$ cat config.mk
export PLATFORM = sky130hd
export DESIGN_NAME = ex_stage
export DESIGN_NICKNAME = d
export VERILOG_FILES = /design/src/rtl/ex_stage.sv
export SDC_FILE = /design/constraint.sdc
export NUM_CORES = 1
export LEC_CHECK = 0
export CELL_PAD_IN_SITES_DETAIL_PLACEMENT = 0
export CELL_PAD_IN_SITES_GLOBAL_PLACEMENT = 1
export CORE_MARGIN = 3
export CORE_UTILIZATION = 46
export CTS_CLUSTER_DIAMETER = 200
export DETAILED_ROUTE_END_ITERATION = 8
export PLACE_DENSITY = 0.86
export SETUP_SLACK_MARGIN = 0.1
export SLEW_MARGIN = 10
export SYNTH_ARGS = -nofsm -noshare
export SYNTH_HDL_FRONTEND = slang
export SYNTH_SLANG_ARGS = --single-unit
$ cat constraint.sdc
create_clock -name clk -period 4 [get_ports clk]
set_clock_uncertainty 0.05 [all_clocks]
set_input_delay 0.6 -clock clk [delete_from_list [all_inputs] [get_ports clk]]
set_output_delay 0.6 -clock clk [all_outputs]
set_load 0.05 [all_outputs]
$ cat src/rtl/ex_stage.sv
// Execute stage: ALU, branch/jump resolution, registered PC redirect, wrong-path squash and EX/MEM register.
// Optional performance counters are enabled by defining EX_PERF_CNT_EN.
module ex_stage #(
  parameter int FLUSH_DEPTH = 2
) (
  input  logic        clk,
  input  logic        reset,
  input  logic [31:0] imm,
  input  logic [31:0] pc,
  input  logic [31:0] rs1Val,
  input  logic [31:0] rs2Val,
  input  logic        selA,
  input  logic [1:0]  selB,
  input  logic [3:0]  aluOp,
  input  logic [1:0]  memSize,
  input  logic [1:0]  memOp,
  input  logic [4:0]  rd,
  input  logic        aluToReg,
  input  logic        branch,
  input  logic        jal,
  input  logic        jalr,
  input  logic        memStall,
  output logic        stall,
  output logic        redirect,
  output logic [31:0] redirectPc,
  output logic        exValid,
  output logic [31:0] exResult,
  output logic [31:0] exStoreData,
  output logic [1:0]  exMemSize,
  output logic [1:0]  exMemOp,
  output logic [4:0]  exRd,
`ifdef EX_PERF_CNT_EN
  output logic [31:0] perfOps,
  output logic [31:0] perfRedirects,
`endif
  output logic        exRegWrite
);

  typedef enum logic [3:0] {
    ALU_ADD  = 4'd0,  ALU_SUB  = 4'd1,  ALU_SLL  = 4'd2,  ALU_SLT   = 4'd3,
    ALU_SLTU = 4'd4,  ALU_XOR  = 4'd5,  ALU_SRL  = 4'd6,  ALU_SRA   = 4'd7,
    ALU_OR   = 4'd8,  ALU_AND  = 4'd9,  ALU_PASSB = 4'd10, ALU_EQ   = 4'd11,
    ALU_NE   = 4'd12, ALU_GE   = 4'd13, ALU_GEU  = 4'd14, ALU_ZERO  = 4'd15
  } alu_op_e;

  typedef enum logic {
    RUN    = 1'b0,
    SQUASH = 1'b1
  } state_e;

  state_e      state, state_next;
  logic [2:0]  cnt, cnt_next;
  logic [31:0] op_a, op_b, alu_result, target;
  logic [4:0]  shamt;
  logic        consume, bubble, taken, squashing, issue_redirect, write_valid;

  assign stall     = memStall;
  assign consume   = ~memStall;
  assign bubble    = (memOp == 2'b00) & ~aluToReg & ~branch & ~jal & ~jalr;
  assign squashing = (state == SQUASH);

  assign op_a  = selA ? pc : rs1Val;
  assign shamt = op_b[4:0];

  always_comb begin
    op_b = 32'd0;
    case (selB)
      2'd0:    op_b = rs2Val;
      2'd1:    op_b = imm;
      2'd2:    op_b = 32'd4;
      default: op_b = 32'd0;
    endcase
  end

  always_comb begin
    alu_result = 32'd0;
    case (alu_op_e'(aluOp))
      ALU_ADD:   alu_result = op_a + op_b;
      ALU_SUB:   alu_result = op_a - op_b;
      ALU_SLL:   alu_result = op_a << shamt;
      ALU_SLT:   alu_result = {31'd0, $signed(op_a) < $signed(op_b)};
      ALU_SLTU:  alu_result = {31'd0, op_a < op_b};
      ALU_XOR:   alu_result = op_a ^ op_b;
      ALU_SRL:   alu_result = op_a >> shamt;
      ALU_SRA:   alu_result = $unsigned($signed(op_a) >>> shamt);
      ALU_OR:    alu_result = op_a | op_b;
      ALU_AND:   alu_result = op_a & op_b;
      ALU_PASSB: alu_result = op_b;
      ALU_EQ:    alu_result = {31'd0, op_a == op_b};
      ALU_NE:    alu_result = {31'd0, op_a != op_b};
      ALU_GE:    alu_result = {31'd0, $signed(op_a) >= $signed(op_b)};
      ALU_GEU:   alu_result = {31'd0, op_a >= op_b};
      default:   alu_result = 32'd0;
    endcase
  end

  assign taken  = jal | jalr | (branch & alu_result[0]);
  assign target = jalr ? ((rs1Val + imm) & ~32'd1) : (pc + imm);

  // NOTE: every output of this block gets a default first, so no path leaves one unassigned and no latch is inferred.
  always_comb begin
    state_next     = state;
    cnt_next       = cnt;
    issue_redirect = 1'b0;
    if (consume) begin
      case (state)
        RUN: begin
          if (taken) begin
            state_next     = SQUASH;
            cnt_next       = 3'(FLUSH_DEPTH);
            issue_redirect = 1'b1;
          end
        end
        SQUASH: begin
          cnt_next = cnt - 3'd1;
          if (cnt == 3'd1) state_next = RUN;
        end
        default: state_next = RUN;
      endcase
    end
  end

  // NOTE: sequential state uses non-blocking assignments so every register samples pre-edge values.
  always_ff @(posedge clk or negedge reset) begin
    if (!reset) begin
      state <= RUN;
      cnt   <= 3'd0;
    end else begin
      state <= state_next;
      cnt   <= cnt_next;
    end
  end

  // The pulse is cleared on stalled edges too, so a redirect lasts exactly one cycle.
  always_ff @(posedge clk or negedge reset) begin
    if (!reset) begin
      redirect   <= 1'b0;
      redirectPc <= 32'd0;
    end else begin
      redirect <= issue_redirect;
      if (issue_redirect) redirectPc <= target;
    end
  end

  assign write_valid = ~squashing & ~bubble;

  always_ff @(posedge clk or negedge reset) begin
    if (!reset) begin
      exValid     <= 1'b0;
      exResult    <= 32'd0;
      exStoreData <= 32'd0;
      exMemSize   <= 2'd0;
      exMemOp     <= 2'd0;
      exRd        <= 5'd0;
      exRegWrite  <= 1'b0;
    end else if (consume) begin
      exValid     <= write_valid;
      exResult    <= (jal | jalr) ? (pc + 32'd4) : alu_result;
      exStoreData <= rs2Val;
      exMemSize   <= memSize;
      exMemOp     <= squashing ? 2'd0 : memOp;
      exRd        <= rd;
      exRegWrite  <= ~squashing & aluToReg & ~branch;
    end
  end

`ifdef EX_PERF_CNT_EN
  always_ff @(posedge clk or negedge reset) begin
    if (!reset) begin
      perfOps       <= 32'd0;
      perfRedirects <= 32'd0;
    end else begin
      if (consume && write_valid && perfOps != 32'hFFFF_FFFF) perfOps <= perfOps + 32'd1;
      if (issue_redirect && perfRedirects != 32'hFFFF_FFFF) perfRedirects <= perfRedirects + 32'd1;
    end
  end
`endif

endmodule

# Word level (Yosys, flattened, before mapping)

Cells that the tools add are included.

Equal/unequal tests: 20
$add $sub $neg: 6
Div/mod/pow operators: 0
Mux-type cells: 13
$mul: 0
Reduce and logical (&&, ||, !) cells: 4
Shifts and indexed selects: 3
Order comparisons: 4
Bitwise gates (word level): 20

Operator list:

| cell                                                                  | number |
|---|---|
| 32-bit case mux with 15 select lines                                  | 1 |
| 32-bit adder                                                          | 3 |
| 32-bit 2-to-1 mux                                                     | 3 |
| 32-bit case mux with 3 select lines                                   | 1 |
| 32-bit greater-or-equal comparator                                    | 2 |
| 32-bit less-than comparator                                           | 2 |
| 32-bit by 3-bit adder with 32-bit output, second input constant       | 1 |
| 32-bit bitwise AND                                                    | 1 |
| 32-bit equality test                                                  | 1 |
| 32-bit inequality test                                                | 1 |
| 32-bit bitwise OR                                                     | 1 |
| 32-bit by 5-bit left shift with 32-bit output                         | 1 |
| 32-bit by 5-bit >> shifter with 32-bit output                         | 1 |
| 32-bit by 5-bit >>> shifter with 32-bit output                        | 1 |
| 32-bit subtractor                                                     | 1 |
| 32-bit XOR                                                            | 1 |
| 4-bit equality test, second input constant                            | 7 |
| 4-bit by 3-bit equality test with 1-bit output, second input constant | 4 |
| 1-bit bitwise AND                                                     | 8 |
| 4-bit by 2-bit equality test with 1-bit output, second input constant | 2 |
| 1-bit inverter                                                        | 7 |
| 3-bit case mux with 2 select lines                                    | 1 |
| 4-bit by 1-bit equality test with 1-bit output, second input constant | 1 |
| 2-bit zero test                                                       | 2 |
| other kinds (12)                                                      | 16 |

Bits in registers: 112
Output and inout port bits: 109
Memories: 0
Latch bits: 0
Bits in read-only memories: 0
Bits in writable memories: 0
Word-level logic and storage cells: 81

# Longest topological paths before layout

Gate-level depths: netlist of the first run.

Word-level depth: 9
Gate-level depth with buffers: 21
Mapped depth without buffers: 15

# Worst setup path before layout of the first run

No wires, ideal clock.

Path kind: input to register
Start point: in selB[0]
End point: reg redirectPc[10]
Slack: -1.320 ns
Library setup time: 0.125 ns
Path buffers: 7
Data arrival time: 5.145 ns
Cell stages on the path: 20
Required time: 3.825 ns
Path through: buf_2 -> mux2_2 -> nand2_1 -> buf_2 -> buf_1 -> clkbuf_1 -> clkbuf_1 -> ha_1 -> buf_2 -> nor2_1 -> a211oi_1 -> o21ai_0 -> o211a_1 -> o41ai_4 -> o21ai_0 -> a311oi_2 -> o41ai_4 -> nor3_4 -> buf_6 -> mux2_4

Cells in the longest elaborated chain, start to end: 9
Elaborated cells on any way between the ends: 24

Ends and longest elaborated chain:

| element                                     | RTL line | text |
|---|---|---|
| start: declaration                          | 13       | `input logic [1:0] selB,` |
| 2-bit equality test (tied with other cells) | 67       | `case (selB)` |
| 32-bit case mux with 3 select lines *       | 67       |  |
| 32-bit subtractor (tied with other cells)   | 79       | `ALU_SUB: alu_result = op_a - op_b;` |
| 32-bit case mux with 15 select lines *      | 77       | `case (alu_op_e'(aluOp))` |
| 1-bit bitwise AND *                         | 97       | `assign taken = jal \| jalr \| (branch & alu_result[0]);` |
| 1-bit bitwise OR *                          | 97       |  |
| 1-bit 2-to-1 mux *                          | 108      | `if (taken) begin` |
| 1-bit 2-to-1 mux *                          | 106      | `case (state)` |
| 1-bit 2-to-1 mux *                          | 105      | `if (consume) begin` |
| end signal: assignment                      | 141      | `if (issue_redirect) redirectPc <= target;` |
| end: declaration                            | 25       | `output logic [31:0] redirectPc,` |

Mark *: on every way between the ends. The rest lies on a longest branch, timed or not.
A chain may end at the register's enable or synchronous reset.

# Worst setup path after layout of the first run

Start point: in selB[0]
End point: reg redirectPc[1]

Same word-level chain as after synthesis.

==> results.json, run 1 <==
{
  "ys_ff_latch": 112,
  "synth_compound_area_share_pct": 29.4,
  "totalWireLength_um": 104000,
  "crit-reg2reg-launch": "squashing",
  "worst_hold_slack_ns": 0.330,
  "grt_pass1_wl_um": 151000,
  "avgSynthCellArea_um2": 7.78,
  "fmax_mhz": 238,
  "start_util_pct": 47.2,
  "synthAdderAreaFrac_pct": 11.0,
  "area_growth_pct": 54.4,
  "rsz0062_at_grt": "true",
  "p_sw_share_pct": 48.4,
  "final_max_slew_viol_count": 0,
  "timing.final.crit_period_ns": 4.20,
  "wire_per_inst_um": 26.9,
  "synth-simple-area-share_pct": 18.3,
  "synth_cell_types": 98,
  "arrival_ns": 4.42,
  "final_antenna_net_count": 0,
  "antenna_found_initial": 2,
  "netlist_instances": 2442,
  "ys.flop_type": "dfrtp_1",
  "critPathCaptureType": "register",
  "synth-edff-count": 0,
  "vias": 25200,
  "period_share_pct": 105,
  "clock_power_share_pct": 10.5,
  "die_w_um": 209,
  "root_buffer": "clkbuf_16",
  "drtIter0Drc": 3075,
  "pin_count": 260,
  "internal-power_mw": 4.54,
  "synth_top_area_cell": "dfrtp_1",
  "hold_class": "in2async",
  "worstPathRequired_ns": 4.22,
  "synthTopCellsByArea": "dfrtp_1 (15%), ha_1 (11%), a21oi_1 (5.1%)",
  "cts.path.max_buffers": 2,
  "syn_nets": 2758,
  "power_density_mw_per_mm2": 300,
  "reg2reg_depth": 4,
  "portBuffers": 259,
  "firstDrtPassIters": 6,
  "gp_congestion": 1.14,
  "finalSetupViolCount": 34,
  "numClockSinks": 112,
  "outcome": "finished, violations left",
  "die_h_um": 209,
  "hold_viol_final": 0,
  "drv_cap": 0,
  "slew_headroom_pct": 24.4,
  "grt-ovfl-total": 0,
  "hold_buffers": 0,
  "r2r_setup_slack_ns": 2.30,
  "dieArea_mm2": 0.0438,
  "failed_checks": "negative setup slack",
  "via_per_inst": 6.55,
  "final_cell_mix": "buf_4 (719), nor2_1 (215), nand2_1 (213)",
  "insertion_delay_ns": 0.39,
  "crit_type": "in2reg",
  "cts_buffers": 9,
  "p_leak_nw": 13.2,
  "synthXorXnorAreaFrac_pct": 3.83,
  "core_mm2": 0.0403,
  "synth_seq_area_share_pct": 14.8,
  "drive_gt1_share_pct": 34.7,
  "num_rows": 73,
  "yosys_warnings": 0,
  "startpoint_type": "input port",
  "fillerInstances": 3149,
  "async_flop_share_pct": 100,
  "grtUsageTotal_pct": 44.8,
  "power_frac_comb_pct": 71.4,
  "nets": 3635,
  "dpl.cell_count": 3759,
  "worstMarginPinSlew_ns": 1.13,
  "cts_tree": "built",
  "synth_area_mm2": 0.0190,
  "synth_top_family_by_area": "compound AO/OA/AOI/OAI gates",
  "grt_max_degree": 71,
  "p_total_mw": 8.79,
  "stdcell_count": 3852,
  "drc": 0,
  "dp_hpwl_um": 80000,
  "grt_pass1_vias": 24700,
  "cts_max_level": 3,
  "p_seq_share_pct": 18.0,
  "synth_top_area_share_pct": 14.8,
  "setup_ws_ns": -0.205,
  "muxShareOfSynthArea_pct": 16.5,
  "ir_drop_v": 0.000404,
  "clk_pin_slew_ns": 0.09,
  "r2r-end": "redirectPc[1]",
  "p_sw_mw": 4.25,
  "final_common_cell": "buf_4",
  "worstPathMaxFanout": 7
}
## how the worst max path moves through the flow
stage                       start        endpoint  slack [ns]  cells after the start
final                     selB[0]   redirectPc[1]       -0.20                     22
after global routing      selB[0]   redirectPc[9]       -0.29                     19
after CTS                 selB[0]   redirectPc[1]       -0.12                     19
after detailed placement   imm[0]  redirectPc[26]       -0.94                     17
after global placement    imm[27]  redirectPc[29]       -0.89                     16
after floorplan           selB[0]  redirectPc[10]       -0.65                     21
## synthesized netlist by cell type (12+ instances only)
cell / number
a22oi_1: 18
nor2_1: 231
xnor2_1: 50
nor3_1: 58
o31ai_1: 19
or2_2: 25
o21ai_0: 167
and3_1: 18
o22ai_1: 28
mux2_4: 25
a21oi_1: 194
clkbuf_1: 96
a211oi_1: 60
inv_1: 112
o21a_1: 18
o211ai_1: 26
buf_1: 25
a2111oi_0: 17
xor2_1: 33
nand3_1: 45
a221oi_1: 27
ha_1: 161
buf_2: 29
o221ai_1: 25
o21bai_1: 18
mux4_2: 42
a221o_1: 14
nand2b_1: 35
mux2i_1: 91
nor4_1: 12
mux2_2: 60
and2_1: 14
nand2_1: 216
nor2b_1: 27
a31oi_1: 31
a21o_1: 49
dfrtp_1: 112
## through the flow
step           TNS, ns  util [%]  area, um^2  worst slack [ns]
2_1_floorplan   -22.71         -       19500            -0.648
3_3_place_gp    -46.27      67.4       27200            -0.890
3_5_place_dp    -49.42      67.4       27200            -0.939
4_1_cts          -2.01      71.2       28700            -0.116
5_1_grt          -8.27      72.8       29300            -0.286
6_report         -4.97      72.8       29300            -0.205
## cell type report
type,count,area [um^2],share of cell area [%]
Multi-Input combinational cell,2046,16300,55.6
Timing Repair Buffer,1029,8800,30.0
Sequential cell,112,2800,9.56
Tap cell,525,657,2.24
Inverter,121,467,1.59
Clock buffer,10,229,0.781
Clock inverter,6,51.3,0.175
Antenna cell,3,7.51,0.0256
## cells by family (layout without fill, tap and decap cells)
logic type / Yosys count / after routing
AND/OR/NAND/NOR: 741 / 741
flip-flops: 112 / 112
XOR/XNOR: 83 / 83
adder cells (fa/ha/maj): 165 / 165
multiplexers: 231 / 231
other: 0 / 3
buffers and inverters: 284 / 1166
AO/OA/AOI/OAI: 826 / 826
## power groups by stage
| stage | clock (mW) | combinational (mW) | sequential (mW) |
|---|---|---|---|
| finish | 0.927 | 6.28 | 1.59 |
| global route | 0.989 | 6.52 | 1.61 |
| CTS | 0.941 | 5.95 | 1.58 |
| detailed placement | 0 | 5.68 | 1.59 |
| global placement | 0 | 5.59 | 1.58 |
| floorplan | 0 | 2.37 | 2.42 |
## critical path: stages
cell and delay [ns]:
buf_16 0.13, buf_8 0.13, mux2i_1 0.11, or2_4 0.28
buf_4 0.14, buf_6 0.12, ha_4 0.28, buf_6 0.11
nand2b_4 0.05, nor4_4 0.20, buf_4 0.17, nand3_2 0.07
o311a_1 0.34, o21ai_1 0.12, o311a_1 0.19, nand3_2 0.11
o41ai_4 0.33, buf_4 0.20, nor3_4 0.04, buf_6 0.19
buf_12 0.15, mux2_4 0.30
## routing by layer
metal  wire length, um  global-route usage (%)  vias up
li1                  -                       -    10900
met4              8860                    29.3        0
met5                 0                       0        -
met2             44200                    68.1     1860
met1             37700                    54.6    12000
met3             12800                    14.3      500
## what timing repair did
item	in CTS	in global routing
gates cloned	5	1
pin swaps	44	59
resized for setup	229	109
setup endpoints to repair	67	55
buffers inserted	44	27
## flip-flops by register name (all words and copies together) (netlist names)
| name | cells |
|---|---|
| exResult | 32 |
| exStoreData | 32 |
| redirectPc | 32 |
| exRd | 5 |
| cnt | 3 |
| exMemOp | 2 |
| exMemSize | 2 |
| exRegWrite | 1 |
| exValid | 1 |
| redirect | 1 |
| squashing | 1 |
Power figures use the tool's default switching activity.
==> run 2: changes to the inputs <==
--- a/config.mk
+++ b/config.mk
@@ -7,11 +7,12 @@
 export LEC_CHECK = 0
 export CELL_PAD_IN_SITES_DETAIL_PLACEMENT = 0
 export CELL_PAD_IN_SITES_GLOBAL_PLACEMENT = 1
+export CORE_ASPECT_RATIO = 0.5
 export CORE_MARGIN = 3
-export CORE_UTILIZATION = 46
+export CORE_UTILIZATION = 39
 export CTS_CLUSTER_DIAMETER = 200
 export DETAILED_ROUTE_END_ITERATION = 8
-export PLACE_DENSITY = 0.86
+export PLACE_DENSITY = 0.74
 export SETUP_SLACK_MARGIN = 0.1
 export SLEW_MARGIN = 10
 export SYNTH_ARGS = -nofsm -noshare
==> run 2 against run 1 <==
Compared with the run above: combinational power grew 4.1%; cell count grew 5.8%; final area grew 3.9%; flip-flop and latch count is the same; critical path depth shrank 3; first-iteration DRC count grew 8.8%; global-route usage shrank 3.0 points; non-clock buffer count grew 109; sequential share of layout area shrank 0.36 points; the run still ends with negative setup slack left; setup slack gained 0.014 ns.
==> results.json, run 2 (synthesis gave the netlist of run 1 again) <==
{
  "p_leak_nw": 13.8,
  "crit-reg2reg-launch": "exResult[17]",
  "grt_pass1_wl_um": 161000,
  "top_regs": "exResult: 32 flops, exStoreData: 32 flops, redirectPc: 32 flops",
  "worstPathMaxFanout": 8,
  "drc": 0,
  "grt-ovfl-total": 0,
  "final_common_cell": "buf_4",
  "grt_pass1_vias": 23500,
  "grt_max_degree": 71,
  "root_buffer": "clkbuf_16",
  "antenna_found_initial": 9,
  "grtUsageTotal_pct": 41.9,
  "clock_power_share_pct": 11.6,
  "power_density_mw_per_mm2": 301,
  "numClockSinks": 112,
  "final_max_slew_viol_count": 0,
  "setup_tns_ns": -5.07,
  "cts_buffers": 9,
  "portBuffers": 259,
  "critPathCaptureType": "register",
  "cts_tree": "built",
  "critPathMostFrequentCell": "buf_4",
  "worst_hold_slack_ns": 0.278,
  "slowest_stage": "o41ai_4",
  "slowest_delay_ns": 0.50,
  "drv_cap": 0,
  "area_growth_pct": 60.4,
  "worstPathRequired_ns": 4.22,
  "period_share_pct": 105,
  "outcome": "finished, violations left",
  "vias": 25200,
  "crit_start": "selB[0]",
  "p_sw_share_pct": 47.8,
  "core_mm2": 0.0475,
  "slew_headroom_pct": 31.9,
  "reg2reg_depth": 6,
  "nets": 3744,
  "internal-power_mw": 4.79,
  "clk_pin_slew_ns": 0.08,
  "insertion_delay_ns": 0.39,
  "final_cell_mix": "buf_4 (820), nand2_1 (208), nor2_1 (208)",
  "cp_num_buf_inv": 7,
  "worstMarginPinSlew_ns": 0.994,
  "path_depth": 19,
  "setup_ws_ns": -0.191,
  "timing.final.crit_period_ns": 4.19,
  "cp_top_family": "compound AO/OA/AOI/OAI gates",
  "drive_gt1_share_pct": 37.5,
  "start_util_pct": 40.0,
  "wire_per_inst_um": 27.8,
  "power_frac_comb_pct": 71.2,
  "placed_area_mm2": 0.0280,
  "p_sw_mw": 4.39,
  "stdcell_count": 4077,
  "firstDrtPassIters": 6,
  "dieArea_mm2": 0.0516,
  "hold_viol_final": 0,
  "finalSetupViolCount": 32,
  "finalInstanceArea_mm2": 0.0305,
  "p_seq_share_pct": 17.2,
  "crit_chain": "buf_12 > buf_8 > buf_4 > mux2i_1 > buf_4 > or2_4 > ha_4 > nor2_2 > buf_4 > a21boi_2 > o41ai_4 > nand2_1 > a21o_1 > o21a_1 > o41ai_4 > nor3_4 > buf_12 > buf_16 > mux2_4",
  "final_antenna_net_count": 0,
  "fin_util_pct": 64.1,
  "ir_drop_v": 0.000455,
  "gp_congestion": 1.16,
  "hold_buffers": 0,
  "startpoint_type": "input port",
  "arrival_ns": 4.42,
  "failed_checks": "negative setup slack",
  "dpl.cell_count": 3971,
  "rsz0062_at_grt": "true",
  "cts.path.max_buffers": 2,
  "fmax_mhz": 239,
  "totalWireLength_um": 113000,
  "drtIter0Drc": 3346,
  "num_rows": 56,
  "die_w_um": 318,
  "hold_class": "in2async",
  "cts_max_level": 3,
  "dp_hpwl_um": 91800,
  "via_per_inst": 6.19,
  "die_h_um": 162,
  "crit_type": "in2reg",
  "pin_count": 260
}
==> run 2: repair_timing <==
| item | 4_1_cts | 5_1_grt |
|---|---|---|
| pin swaps | 73 | 77 |
| endpoints found under the hold margin | 0 | 0 |
| cloned | 5 | 0 |
| buffers inserted | 56 | 28 |
| gates resized for setup | 259 | 112 |
| setup endpoints to repair | 66 | 56 |
==> run 2: layout make-up <==
class / count / area [um^2]
diodes: 6 / 15.0
clock buffers: 13 / 280
inverters: 121 / 462
well taps: 638 / 798
fillers: 4235 / 17000
multi-input cells: 2046 / 16400
clock inverters: 3 / 46.3
flip-flops and latches: 112 / 2800
repair buffers: 1138 / 9640
==> run 2: worst paths after layout <==
path | endpoint | slack, ns
hold reg to reg | cnt[1] | 0.44
setup reg to reg | exResult[17] | 2.17
hold / removal | exStoreData[4] | 0.28
setup / recovery | redirectPc[1] | -0.19
min in group clk | cnt[1] | 0.44
max in group asynchronous | exResult[21] | 2.76
==> run 2: layer usage <==
layer,track usage [%],part of all wire [%],vias to the layer above
met4,14.8,4.2,6
li1,-,-,11100
met1,59.3,42,12200
met5,0,0.026,-
met3,16.8,15,284
met2,56.7,38,1621
==> run 2: through the flow <==
| step | total power, mW | setup WS (ns) |
|---|---|---|
| 2_1_floorplan | 4.79 | -0.648 |
| 3_3_place_gp | 7.46 | -1.08 |
| 3_5_place_dp | 7.49 | -1.13 |
| 4_1_cts | 8.87 | -0.0548 |
| 5_1_grt | 9.52 | -0.258 |
| 6_report | 9.18 | -0.191 |
==> run 2: power groups by stage <==
| stage | Sequential [mW] | Combinational, mW | Clock [mW] |
|---|---|---|---|
| floorplan | 2.42 | 2.37 | 0 |
| global placement | 1.59 | 5.87 | 0 |
| detailed placement | 1.59 | 5.90 | 0 |
| CTS | 1.58 | 6.22 | 1.08 |
| global route | 1.61 | 6.79 | 1.11 |
| finish | 1.58 | 6.54 | 1.06 |
==> run 2: worst reg2reg max path: cells and delay by family (launching register included) <==
| kind | cells | cell delay, ns |
|---|---|---|
| flip-flops | 1 | 0.41 |
| buffers and inverters | 2 | 0.39 |
| AO/OA/AOI/OAI | 3 | 0.61 |
| AND/OR/NAND/NOR | 1 | 0.23 |
